File: src/rtl/decoder_pkg.sv
// Shared types for the decoder-based round-robin arbiter.
package decoder_pkg;

    typedef enum logic {
        IDLE = 1'b0,
        OWN  = 1'b1
    } arbState_t;

endpackage

File: src/rtl/decoder_rr_arbiter_if.sv
// Client request / grant bundle between the arbiter and its clients.
interface decoder_rr_arbiter_if #(
    parameter int HOLD_MAX = 8
);
    localparam int CNT_W = $clog2(HOLD_MAX + 1);

    logic [1:0]       req;
    logic [1:0]       gnt;
    logic             gnt_valid;
    logic             sel;
    logic [CNT_W-1:0] hold_cnt;

    modport master (
        input  req,
        output gnt,
        output gnt_valid,
        output sel,
        output hold_cnt
    );

    modport slave (
        output req,
        input  gnt,
        input  gnt_valid,
        input  sel,
        input  hold_cnt
    );

endinterface

File: src/rtl/decoder_1bit.sv
// One-bit to one-hot decoder: in=0 raises out1, in=1 raises out2.
module decoder_1bit (
    input  logic in,
    output logic out1,
    output logic out2
);

    assign out1 = ~in;
    assign out2 = in;

endmodule

File: src/rtl/decoder_rr_arbiter.sv
// Two-client round-robin arbiter with a bounded hold time; the owner index
// drives a decoder_1bit whose one-hot outputs become the grant lines.
module decoder_rr_arbiter
    import decoder_pkg::*;
#(
    parameter int HOLD_MAX = 8
) (
    input  logic                 clk,
    input  logic                 rst_n,
    decoder_rr_arbiter_if.master bus
);

    localparam int CNT_W = $clog2(HOLD_MAX + 1);
    localparam logic [CNT_W-1:0] CNT_MAX = CNT_W'(HOLD_MAX);
    localparam logic [CNT_W-1:0] CNT_ONE = CNT_W'(1);

    arbState_t        r_state;
    logic             r_sel;
    logic             r_last;
    logic [CNT_W-1:0] r_holdCnt;

    arbState_t        w_stateNext;
    logic             w_selNext;
    logic             w_lastNext;
    logic [CNT_W-1:0] w_cntNext;

    logic w_ownReq;
    logic w_othReq;
    logic w_winner;
    logic w_valid;
    logic w_dec0;
    logic w_dec1;

    assign w_ownReq = bus.req[r_sel];
    assign w_othReq = bus.req[~r_sel];
    // Under simultaneous requests the client that did not win last time goes first.
    assign w_winner = (bus.req == 2'b11) ? ~r_last : bus.req[1];
    assign w_valid  = (r_state == OWN);

    always_ff @(posedge clk) begin
        if (!rst_n) begin
            r_state   <= IDLE;
            r_sel     <= 1'b0;
            r_last    <= 1'b1;
            r_holdCnt <= '0;
        end else begin
            r_state   <= w_stateNext;
            r_sel     <= w_selNext;
            r_last    <= w_lastNext;
            r_holdCnt <= w_cntNext;
        end
    end

    always_comb begin
        w_stateNext = r_state;
        w_selNext   = r_sel;
        w_lastNext  = r_last;
        w_cntNext   = r_holdCnt;
        case (r_state)
            IDLE: begin
                if (|bus.req) begin
                    w_stateNext = OWN;
                    w_selNext   = w_winner;
                    w_lastNext  = w_winner;
                    w_cntNext   = CNT_ONE;
                end
            end
            OWN: begin
                // Handoff on release or on hold expiry goes straight to the other client, no idle cycle.
                if ((!w_ownReq && w_othReq) || (w_othReq && r_holdCnt == CNT_MAX)) begin
                    w_selNext  = ~r_sel;
                    w_lastNext = ~r_sel;
                    w_cntNext  = CNT_ONE;
                end else if (!w_ownReq) begin
                    w_stateNext = IDLE;
                    w_cntNext   = '0;
                end else if (r_holdCnt != CNT_MAX) begin
                    w_cntNext = r_holdCnt + CNT_ONE;
                end
            end
            default: begin
                w_stateNext = IDLE;
            end
        endcase
    end

    decoder_1bit u_decoder (
        .in   (r_sel),
        .out1 (w_dec0),
        .out2 (w_dec1)
    );

    assign bus.gnt       = {w_dec1 & w_valid, w_dec0 & w_valid};
    assign bus.gnt_valid = w_valid;
    assign bus.sel       = r_sel;
    assign bus.hold_cnt  = r_holdCnt;

endmodule

File: src/flat_wrapper.sv
// flat-port wrapper written by rule: the top's interface ports become plain ports
module decoder_rr_arbiter_flat import decoder_pkg::*;
#(
    parameter int HOLD_MAX = 8
)
  (clk, rst_n, bus_req, bus_gnt, bus_gnt_valid, bus_sel, bus_hold_cnt);
  decoder_rr_arbiter_if #(.HOLD_MAX(HOLD_MAX)) bus_i ();
  input  logic clk;
  input  logic rst_n;
  input wire logic [$bits(bus_i.req)-1:0] bus_req;
  output wire logic [$bits(bus_i.gnt)-1:0] bus_gnt;
  output wire logic [$bits(bus_i.gnt_valid)-1:0] bus_gnt_valid;
  output wire logic [$bits(bus_i.sel)-1:0] bus_sel;
  output wire logic [$bits(bus_i.hold_cnt)-1:0] bus_hold_cnt;
  assign bus_i.req = bus_req;
  assign bus_gnt = bus_i.gnt;
  assign bus_gnt_valid = bus_i.gnt_valid;
  assign bus_sel = bus_i.sel;
  assign bus_hold_cnt = bus_i.hold_cnt;
  decoder_rr_arbiter #(.HOLD_MAX(HOLD_MAX)) u_core (.clk(clk), .rst_n(rst_n), .bus(bus_i));
endmodule
File: config.mk
export PLATFORM = sky130hd
export DESIGN_NAME = decoder_rr_arbiter_flat
export DESIGN_NICKNAME = d
export VERILOG_FILES = /design/src/rtl/decoder_pkg.sv /design/src/rtl/decoder_rr_arbiter_if.sv /design/src/rtl/decoder_1bit.sv /design/src/rtl/decoder_rr_arbiter.sv /design/src/flat_wrapper.sv
export SDC_FILE = /design/constraint.sdc
export NUM_CORES = 1
export LEC_CHECK = 0
export ABC_AREA = 1
export CORE_AREA = 2 2 39 41
export DETAILED_ROUTE_END_ITERATION = 10
export DIE_AREA = 0 0 41 43
export MAX_ROUTING_LAYER = met4
export PLACE_DENSITY = 0.65
export SLEW_MARGIN = 20
export SYNTH_ARGS = -nofsm -noshare
export SYNTH_HDL_FRONTEND = slang
export SYNTH_SLANG_ARGS = --single-unit
File: constraint.sdc
create_clock -name clk -period 2.2 [get_ports clk]
set_input_delay 0.33 -clock clk [delete_from_list [all_inputs] [get_ports clk]]
set_output_delay 0.33 -clock clk [all_outputs]
set_load 0.005 [all_outputs]
Yosys cells after proc, flatten, opt, wreduce, memory -nomap -nowiden. Index checks and enable logic that the tools add are counted.

Order comparisons: 2. $add $sub $neg: 1. Reductions and logical operators: 7. Divide/modulo/power cells: 0. Shift operators: 0. Mux-type cells: 17. $mul: 0. Eq/ne operators: 6. Bitwise logic cells: 5.

Operator list (number): $mux W4 (4); $mux W1 (10); $ne A4 B4 Y1 const B (2); $pmux W4 S2 (1); $add A4 B1 Y4 const B (1); $eq A4 B4 Y1 const B (1); $lt A1 B2 Y1 const B (2); $pmux W1 S2 (2); $reduce_and A2 Y1 (2); $not A1 Y1 (3); $and A1 B1 Y1 (2); $eq A2 B2 Y1 const B (1); $logic_and A1 B1 Y1 (2); $ne A2 B1 Y1 const B (1); $ne A2 B2 Y1 const B (1); $reduce_or A2 Y1 (1); $logic_not A1 Y1 (1); $logic_or A1 B1 Y1 (1).

Bits in latches: 0. Bits in read-only memories: 0. Input bits: 4. RAM bits: 0. Output and inout port bits: 8. Memories: 0. Bits in registers: 7.

Longest topological paths before layout. Gate-level depths: netlist (run 1).

Depth in word-level cells: 7. Gate-level depth with buffers: 10. Gate-level depth less buffers: 9.

Cells and area by module. From an unflattened synthesis (run 1), not the netlist that was laid out.

Cells, all modules: 91. Area, all modules: 564.3 um2.

By module, submodules not included: decoder_rr_arbiter (seq. area each 140.1 um2, instances 1, cells an instance 89, area each 553.0 um2); decoder_1bit (seq. area each 0.0 um2, instances 1, cells an instance 2, area each 11.3 um2).

Least setup slack after synthesis (run 1). OpenSTA, ideal clock, no wires.

Path kind: register to register. Start: register u_core.r_holdCnt[0], in the netlist u_core.bus.hold_cnt[0]. End: register u_core.r_holdCnt[3], in the netlist u_core.bus.hold_cnt[3]. Buffers on the path: 0. Stages on the path, launching flop included: 10. Period minus slack after synthesis: 1255 ps. Setup slack: 945 ps. Library setup time: 114 ps. Data arrival time: 1142 ps. Required time: 2086 ps. Cell sequence: dfxtp_1 > inv_1 > ha_1 > nand2_1 > nor2_1 > nand4_4 > nand2_2 > nand2_1 > nand2_1 > nor2_1.

Word-level cells in the longest chain between the ends: 5. Elaborated cells between the ends (all ways): 11. Classes of those cells: add/sub (1); eq/ne (3); mux (4); reduce/logical (3).

Ends and longest elaborated chain: start: declaration (line decoder_rr_arbiter.sv:20) `logic [CNT_W-1:0] r_holdCnt;`; start signal: assignment (line decoder_rr_arbiter.sv:50) `r_holdCnt <= w_cntNext;`; $add A4 B1 Y4 / $eq A4 B4 Y1 (equally long branches) (line decoder_rr_arbiter.sv:78, decoder_rr_arbiter.sv:70); $mux W4 / $logic_and A1 B1 Y1 (equally long branches) (line decoder_rr_arbiter.sv:77, decoder_rr_arbiter.sv:70); $mux W4 / $logic_or A1 B1 Y1 (equally long branches) (line decoder_rr_arbiter.sv:74, decoder_rr_arbiter.sv:70); $mux W4 / $ne A4 B4 Y1 (equally long branches); $pmux W4 S2 / $reduce_and A2 Y1 (equally long branches).

Parallel ways exist; a longest one is shown, timed or not. The select of a mux whose other input is x is not followed. A chain may end at the register's enable or synchronous reset.

Final worst setup path (run 1).
Start: register u_core.r_state, in the netlist u_core.bus.gnt_valid. End: output bus_gnt[0].

Word-level cells in the longest chain between the ends: 1.

Ends and longest elaborated chain: start: declaration (line decoder_rr_arbiter.sv:17) `arbState_t r_state;`; start signal: assignment (line decoder_rr_arbiter.sv:47) `r_state <= w_stateNext;`; $and A1 B1 Y1 (line decoder_rr_arbiter.sv:93) `assign bus.gnt = {w_dec1 & w_valid, w_dec0 & w_valid};`; end: declaration (line flat_wrapper.sv:11) `output wire logic [$bits(bus_i.gnt)-1:0] bus_gnt;`.

Every way passes these cells.

==> results of run 1 <==
## cell type report
class / count / area, µm²
Timing Repair Buffer: 11 / 110
Fill cell: 145 / 713
Inverter: 13 / 48.8
Tap cell: 16 / 20.0
Sequential cell: 7 / 140
Multi-Input combinational cell: 59 / 325
Clock buffer: 4 / 26.3
## cells in the final DEF (no fill, tap or decap)
cell and instances:
ha_1 2, a21oi_1 5, clkdlybuf4s50_1 11, dfxtp_1 7, xor2_1 1, nand3_1 10, inv_1 9, nand2_1 17
nor2_1 11, nand3_2 1, o21ai_2 1, nor2_2 1, clkbuf_1 1, nand4_4 1, o21ai_1 1, nand2_4 2
nand2_2 6, inv_2 4, clkbuf_4 3
## state kept, by name, summed over array words and instances, names as in the netlist
register              cells
u_core.bus.hold_cnt       4
u_core.bus.gnt_valid      1
u_core.bus.sel            1
u_core.r_last             1
## cell usage after synthesis (all sizes together)
cell | instances | area [µm²]
a21oi | 5 | 25.0
ha | 2 | 25.0
dfxtp | 7 | 140
nand3 | 11 | 60.1
nand2 | 25 | 124
buf | 1 | 11.3
o21ai | 2 | 13.8
inv | 13 | 48.8
xor2 | 1 | 8.76
nand4 | 1 | 21.3
nor2 | 12 | 47.6
## routing by layer
layer / vias to the layer above / track usage / part of all wire
met2: 10 / 0.228 / 0.52
met5: - / - / 0
li1: 281 / - / -
met4: 0 / 0.0600 / 0
met3: 0 / 0.0471 / 0.042
met1: 229 / 0.168 / 0.44
## report_power, final
part	leakage [nW]	internal [W]	switching, W	total, W
registers	0.0578	0.000136	0.0000145	0.000150
clock network	0.0150	0.0000689	0.0000432	0.000112
logic	0.249	0.0000443	0.0000513	0.0000956
## logic make-up after synthesis
family | count (synthesis) | share of synthesized area
buffers and inverters | 14 | 0.114
xor gates and xnor gates | 1 | 0.0167
AOI/OAI and AO/OA | 7 | 0.0738
adders and majority gates | 2 | 0.0476
and+or+nand+nor | 49 | 0.481
DFF | 7 | 0.267
## worst min-delay path by stage
stage	endpoint	slack, ns	depth (start not counted)
floorplan	u_core.r_last	0.41	1
global placement	u_core.r_last	0.50	2
detailed placement	u_core.r_last	0.52	2
CTS	u_core.r_last	0.53	2
global route	u_core.r_last	0.55	2
finish	u_core.r_last	0.53	2
## stage by stage
step	instance area, µm²	setup slack (ns)	instances	hold slack [ns]	util
final	671	0.395	110	0.526	0.485
after global routing	671	0.285	110	0.554	0.485
after CTS	671	0.382	110	0.525	0.485
after detailed placement	644	0.525	106	0.518	0.466
after global placement	644	0.555	106	0.499	0.466
after floorplan	526	0.945	80	0.414	-
## critical path, cell delays in order (launching register included)
cell and delay, ns:
dfxtp_1 0.52, inv_2 0.10, nor2_1 0.10, clkdlybuf4s50_1 0.50
==> impl_metrics.csv, run 1 <==
group,metric,value,unit
sta,period_share,0.820,
synthesis,synth_fp_nets,86,
sta,setup_violations,0,
global_routing,grt_util_all_layers,0.147,
global_routing,grt_overflow_total,0,
setup_path,start_kind,"flop",
sta,slew_headroom,0.756,
detailed_routing,route.detailed.drc,0,
detailed_routing,drt_wl_total,1.11,mm
synthesis,seq_area_frac_synth,0.267,
finish,area_growth,27.6,%
synthesis,synthesis.area,526,µm²
floorplan,core,1380,µm²
synthesis,synthDistinctLibCells,17,
cts,root_buffer,"clkbuf_4",
detailed_routing,drtIter0Drc,7,
floorplan,die_y,43,µm
finish,nets,101,
floorplan,die_x,41,µm
sta,finalCriticalPeriod,1.80,ns
setup_path,cp-endpoint,"bus_gnt[0]",
setup_path,crit_arrival,1.47,ns
power,p_total,0.000358,W
sta,worstMarginPinSlew,0.366,ns
detailed_routing,via_per_inst,4.73,
setup_path,crit_path_end_kind,"primary output",
global_routing,grt_pass1_vias,422,
sta,hold_viol_final,0,
cts,h-tree-depth,1,
global_routing,grt_start_max_net_pins,10,
cts,cts_resized,0,
synthesis,ys_ff_latch,7,
power,ir_drop,309,µV
setup_path,crit_required,1.87,ns
placement,dp_hpwl,951,µm
floorplan,initial_core_util,0.380,
cts,cts_tree,"built",
setup_path,rr_worst_depth,9,
sta,clock.fmax,0.554,GHz
flow_run,max_cap_viol_count,0,
floorplan,rows,14,
synthesis,avgSynthCellArea,6.57,µm²
floorplan,io_pins,12,
status,status,"completed",
sta,skew,0.00157,ns
finish,n_antenna_cell,0,
cts,path_clk_slew,0.05,ns
floorplan,dieArea,1760,µm²
setup_path,r2r_start,"u_core.bus.hold_cnt[0]",
power,leakage,0.321,nW
setup_path,cp-startpoint,"u_core.bus.gnt_valid",
sta,slew_violations,0,
sta,setup_tns,0,ns
cts,cts.sinks,7,
cts,post-cts-setup-buffer-count,0,
worst_hold_path,hp-start,"u_core.r_last",
sta,grt_setup_unrepaired,"false",
detailed_routing,vias,520,
detailed_routing,wl_per_cell,10.1,µm
setup_path,critPathKind,"flop to primary output",
setup_path,reg2reg_to,"u_core.bus.hold_cnt[3]",
synthesis,syn_inst,80,
cts,clk_latency,0.24,ns
placement,gp_congestion,0.797,
cts,cts_made_buffers,3,
setup_path,worst-path-max-fanout,7,
detailed_routing,firstDrtPassIters,5,
power,powerDensity,534,nW/µm²
finish,post_route_cells_drive_above_1_share,0.202,
placement,portBuffers,11,
cts,hold_buffers,0,
global_routing,grt_pass1_wl,1.69,mm
global_routing,grt_antenna_before_repair,0,
synthesis,yosys_warnings,0,
setup_path,r2r_slack,0.80,ns
detailed_routing,ant_nets,0,
worst_hold_path,hold_path.class,"flop to flop",
cts,clockBufferDepth,2,
No activity file was read; power rests on OpenSTA's default activity.
==> run 2: changes to the inputs <==
==> constraint.sdc (replaced) <==
create_clock -name clk -period 1.7 [get_ports clk]
set_input_delay 0.255 -clock clk [delete_from_list [all_inputs] [get_ports clk]]
set_output_delay 0.255 -clock clk [all_outputs]
set_load 0.005 [all_outputs]
==> run 2 against run 1 <==
Routed wire length shrank 5.9%. Sequential share of layout area shrank 0.085 points. Cell count rose by 0.91%. Critical path type unchanged. Critical path depth did not move. Global-route usage rose by 0.63 points. Setup slack lost 0.25 ns. Register-to-register slack got worse by 0.49 ns. Clock skew up 0.00071 ns.
==> impl_metrics.csv, run 2 (synthesis results as in run 1) <==
group,metric,value,unit
status,status,"completed",
cts,path_clk_slew,0.05,ns
detailed_routing,wl_met3,46,µm
setup_path,cp-startpoint,"u_core.bus.sel",
global_routing,grt_overflow_total,0,
setup_path,worst-path-max-fanout,9,
cts,hold_buffers,0,
global_routing,grt_antenna_before_repair,0,
placement,portBuffers,11,
finish,nets,102,
placement,place_ws,0.141,ns
sta,setup_violations,0,
worst_hold_path,hold_path.class,"flop to flop",
sta,skew,0.00228,ns
power,powerDensity,685,nW/µm²
cts,root_buffer,"clkbuf_4",
cts,clockBufferDepth,2,
sta,slew_violations,0,
finish,fin_cells,111,
placement,dp_hpwl,842,µm
finish,n_antenna_cell,0,
sta,slew_headroom,0.857,
power,ir_drop,380,µV
cts,clk_latency,0.24,ns
cts,cts_made_buffers,3,
setup_path,slowest_delay,0.49,ns
cts,cts.sinks,7,
setup_path,critPathKind,"flop to primary output",
setup_path,crit_arrival,1.30,ns
floorplan,core,1380,µm²
detailed_routing,drt_wl_total,1.04,mm
detailed_routing,route.detailed.drc,0,
sta,clock.fmax,0.643,GHz
detailed_routing,drt-met1-wl,497,µm
cts,cts_tree,"built",
floorplan,io_pins,12,
detailed_routing,via_per_inst,4.60,
detailed_routing,drtIter0Drc,13,
flow_run,max_cap_viol_count,0,
setup_path,critPathBufInv,2,
finish,mostFrequentLayoutCell,"nand2_1",
detailed_routing,top_layer_used,"met4",
global_routing,grt_util_all_layers,0.154,
finish,area_growth,29.3,%
setup_path,cp_slowest_cell,"clkdlybuf4s50_1",
detailed_routing,vias,511,
floorplan,initial_core_util,0.380,
global_routing,grt_pass1_vias,432,
sta,grt_setup_unrepaired,"false",
setup_path,crit_required,1.44,ns
setup_path,crit_path_end_kind,"primary output",
detailed_routing,firstDrtPassIters,4,
sta,fin_ws,0.144,ns
power,leakage,0.327,nW
setup_path,critPathTopFamily,"buffers and inverters",
floorplan,die_x,41,µm
worst_hold_path,hp-start,"u_core.r_last",
floorplan,rows,14,
finish,nFillCells,140,
floorplan,die_y,43,µm
global_routing,grt_pass1_wl,1.75,mm
placement,dp.cells,107,
detailed_routing,ant_nets,0,
finish,post_route_cells_drive_above_1_share,0.221,
detailed_routing,wl_per_cell,9.40,µm
finish,mostFrequentLayoutCells,"17 x nand2_1, 11 x nor2_1, 11 x clkdlybuf4s50_1",
sta,hold_viol_final,0,
sta,worstMarginPinSlew,0.214,ns
sta,setup_tns,0,ns
setup_path,crit_chain,"nand2_1, inv_1, clkdlybuf4s50_1",
global_routing,grt_start_max_net_pins,10,
finish,largest_reg_flops,4,
setup_path,r2r_start,"u_core.bus.hold_cnt[0]",
placement,gp_congestion,0.811,
setup_path,start_kind,"flop",
sta,finalCriticalPeriod,1.56,ns
sta,period_share,0.915,
floorplan,dieArea,1760,µm²
power,p_total,0.000466,W
detailed_routing,routed-wl-met2,490,µm
cts,h-tree-depth,1,
-- run 2: final timing paths --
path,to,slack (ns),cells past startpoint
worst max-delay path,bus_gnt[1],0.14,3
worst min-delay path,u_core.r_last,0.51,2
worst max register to register,u_core.bus.hold_cnt[3],0.31,9
worst min register to register,u_core.r_last,0.51,2
-- run 2: cell type report --
cell class	instances	area, µm²	area share
Timing Repair Buffer	12	118	0.173
Clock buffer	4	26.3	0.0387
Tap cell	16	20.0	0.0295
Inverter	13	48.8	0.0718
Sequential cell	7	141	0.208
Multi-Input combinational cell	59	325	0.479
-- run 2: report_power, final --
part / leakage (nW) / internal (W) / total (W) / switching (W)
combinational: 0.254 / 0.0000598 / 0.000129 / 0.0000693
clock: 0.0150 / 0.0000892 / 0.000146 / 0.0000563
sequential: 0.0581 / 0.000176 / 0.000191 / 0.0000145
-- run 2: worst register-to-register path, stage by stage (launching register included) --
cell and delay [ns]:
dfxtp_1 0.34, inv_1 0.12, ha_1 0.17, nand2_1 0.05
nor2_1 0.18, nand4_4 0.15, nand2_2 0.11, nand2_1 0.05
nand2_1 0.05, nor2_1 0.05
-- run 2: per-layer routing --
layer	global-route usage	vias to the layer above
met5	-	-
met4	0.100	0
met3	0.0471	2
met2	0.206	13
met1	0.192	214
li1	-	282
-- run 2: metrics by stage --
step                hold slack, ns  cell area (µm²)  utilization
floorplan                    0.339              526            -
detailed placement           0.494              652        0.471
global route                 0.551              679        0.491
global placement             0.501              652        0.471
finish                       0.515              679        0.491
CTS                          0.510              678        0.490
-- run 2: what timing repair did --
action,CTS,global route
endpoints found under the setup margin,0,1
gates resized for setup,0,1
buffers inserted,0,0
==> run 3: changes to the inputs <==
--- a/config.mk
+++ b/config.mk
@@ -6,11 +6,11 @@
 export NUM_CORES = 1
 export LEC_CHECK = 0
 export ABC_AREA = 1
-export CORE_AREA = 2 2 39 41
+export CORE_MARGIN = 2
+export CORE_UTILIZATION = 37
 export DETAILED_ROUTE_END_ITERATION = 10
-export DIE_AREA = 0 0 41 43
 export MAX_ROUTING_LAYER = met4
-export PLACE_DENSITY = 0.65
+export SKIP_LAST_GASP = 1
 export SLEW_MARGIN = 20
 export SYNTH_ARGS = -nofsm -noshare
 export SYNTH_HDL_FRONTEND = slang
==> run 3 against run 2 <==
Register-to-register slack improved by 0.02 ns. Total power rose by 1.5%. Core utilization rose by 2.9 points. Critical path depth fell by 1. Sequential share of layout area fell by 0.34 points. Critical path type unchanged. Largest cell class unchanged.
==> impl_metrics.csv, run 3 (synthesis results as in run 1) <==
group,metric,value,unit
finish,nets,103,
global_routing,grt_util_all_layers,0.131,
placement,placed_cell_area,658,µm²
sta,clock.fmax,0.651,GHz
cts,path_clk_slew,0.05,ns
sta,setup_violations,0,
cts,cts_resized,0,
finish,mostFrequentLayoutCell,"nand2_1",
power,leakage,0.332,nW
cts,hold_buffers,0,
floorplan,io_pins,12,
global_routing,grt_start_max_net_pins,7,
finish,n_antenna_cell,0,
cts,h-tree-depth,1,
finish,post_route_cells_drive_above_1_share,0.219,
placement,dp_hpwl,846,µm
sta,slew_headroom,0.857,
power,switching_share,0.306,
power,p_total,0.000473,W
floorplan,initial_core_util,0.399,
power,p_switching,0.000145,W
setup_path,worst-path-max-fanout,5,
finish,nFillCells,137,
sta,setup_tns,0,ns
floorplan,die_x,41.7,µm
power,seqPwrFrac,0.396,
detailed_routing,firstDrtPassIters,4,
sta,skew,0.00588,ns
cts,post-cts-setup-buffer-count,0,
sta,fin_ws,0.165,ns
detailed_routing,drt_wl_total,1.05,mm
placement,gp_congestion,0.800,
global_routing,grt_pass1_vias,434,
setup_path,critPathKind,"flop to primary output",
cts,cts_made_buffers,3,
finish,seq_area,140,µm²
detailed_routing,via_per_inst,4.48,
finish,multi_input_area,325,µm²
setup_path,crit_path_end_kind,"primary output",
power,clkPwrFrac,0.317,
detailed_routing,drtIter0Drc,6,
setup_path,rr_worst_depth,9,
finish,final_area,684,µm²
detailed_routing,route.detailed.drc,0,
finish,area_growth,30.2,%
detailed_routing,ant_nets,0,
floorplan,dieArea,1740,µm²
cts,cts_tree,"built",
worst_hold_path,min_path_cells,2,
setup_path,start_kind,"flop",
finish,largest_reg_flops,4,
cts,root_buffer,"clkbuf_4",
power,p_comb_frac,0.287,
global_routing,grt_overflow_total,0,
finish,mostFrequentLayoutCells,"17 x nand2_1, 11 x nor2_1, 11 x clkdlybuf4s50_1",
detailed_routing,vias,497,
sta,worstMarginPinSlew,0.214,ns
detailed_routing,wl_per_cell,9.43,µm
power,powerDensity,690,nW/µm²
floorplan,die_y,41.7,µm
power,p_int,0.000328,W
flow_run,max_cap_viol_count,0,
cts,clockBufferDepth,2,
placement,portBuffers,11,
floorplan,core,1320,µm²
worst_hold_path,hold_path.class,"flop to flop",
setup_path,crit_arrival,1.28,ns
sta,slew_violations,0,
setup_path,crit_required,1.44,ns
placement,place_ws,0.122,ns
power,ir_drop,564,µV
status,status,"completed",
sta,grt_setup_unrepaired,"false",
sta,finalCriticalPeriod,1.54,ns
global_routing,grt_antenna_before_repair,0,
floorplan,rows,13,
global_routing,grt_pass1_wl,1.71,mm
sta,hold_viol_final,0,
cts,clk_latency,0.26,ns
cts,cts.sinks,7,
sta,period_share,0.903,
-- run 3: metal layers --
layer,GRT usage,share of wire
met5,-,0
met4,0.0387,0
met3,0.0522,0.047
met2,0.203,0.46
met1,0.157,0.49
-- run 3: worst paths after layout --
path / startpoint / endpoint / slack, ns
max reg2reg: u_core.bus.hold_cnt[0] / u_core.bus.hold_cnt[3] / 0.33
max: u_core.bus.gnt_valid / bus_gnt_valid / 0.16
min reg2reg: u_core.r_last / u_core.r_last / 0.50
min: u_core.r_last / u_core.r_last / 0.50
-- run 3: power by group through the flow --
stage / Clock, W / Combinational [W] / Sequential [W]
3_3_place_gp: 0 / 0.000137 / 0.000190
2_1_floorplan: 0 / 0.0000871 / 0.000191
6_report: 0.000150 / 0.000135 / 0.000187
5_1_grt: 0.000166 / 0.000154 / 0.000189
4_1_cts: 0.000154 / 0.000137 / 0.000187
3_5_place_dp: 0 / 0.000136 / 0.000190
-- run 3: area by class of cell --
type,instances,share of cell area
multi-input combinational,59,0.475
sequential,7,0.205
timing repair buffer,13,0.183
inverter,13,0.0713
clock buffer,4,0.0384
tap,15,0.0274
-- run 3: worst max-delay path, stage by stage, from the launching register on --
cell and delay [ns]:
dfxtp_1 0.35, buf_4 0.17, clkdlybuf4s50_1 0.50
-- run 3: per-stage QoR --
step | hold slack (ns) | util | instances
after CTS | 0.504 | 0.519 | 111
after global routing | 0.540 | 0.519 | 111
after detailed placement | 0.489 | 0.500 | 107
final | 0.504 | 0.519 | 111
after floorplan | 0.339 | - | 80
after global placement | 0.497 | 0.500 | 107
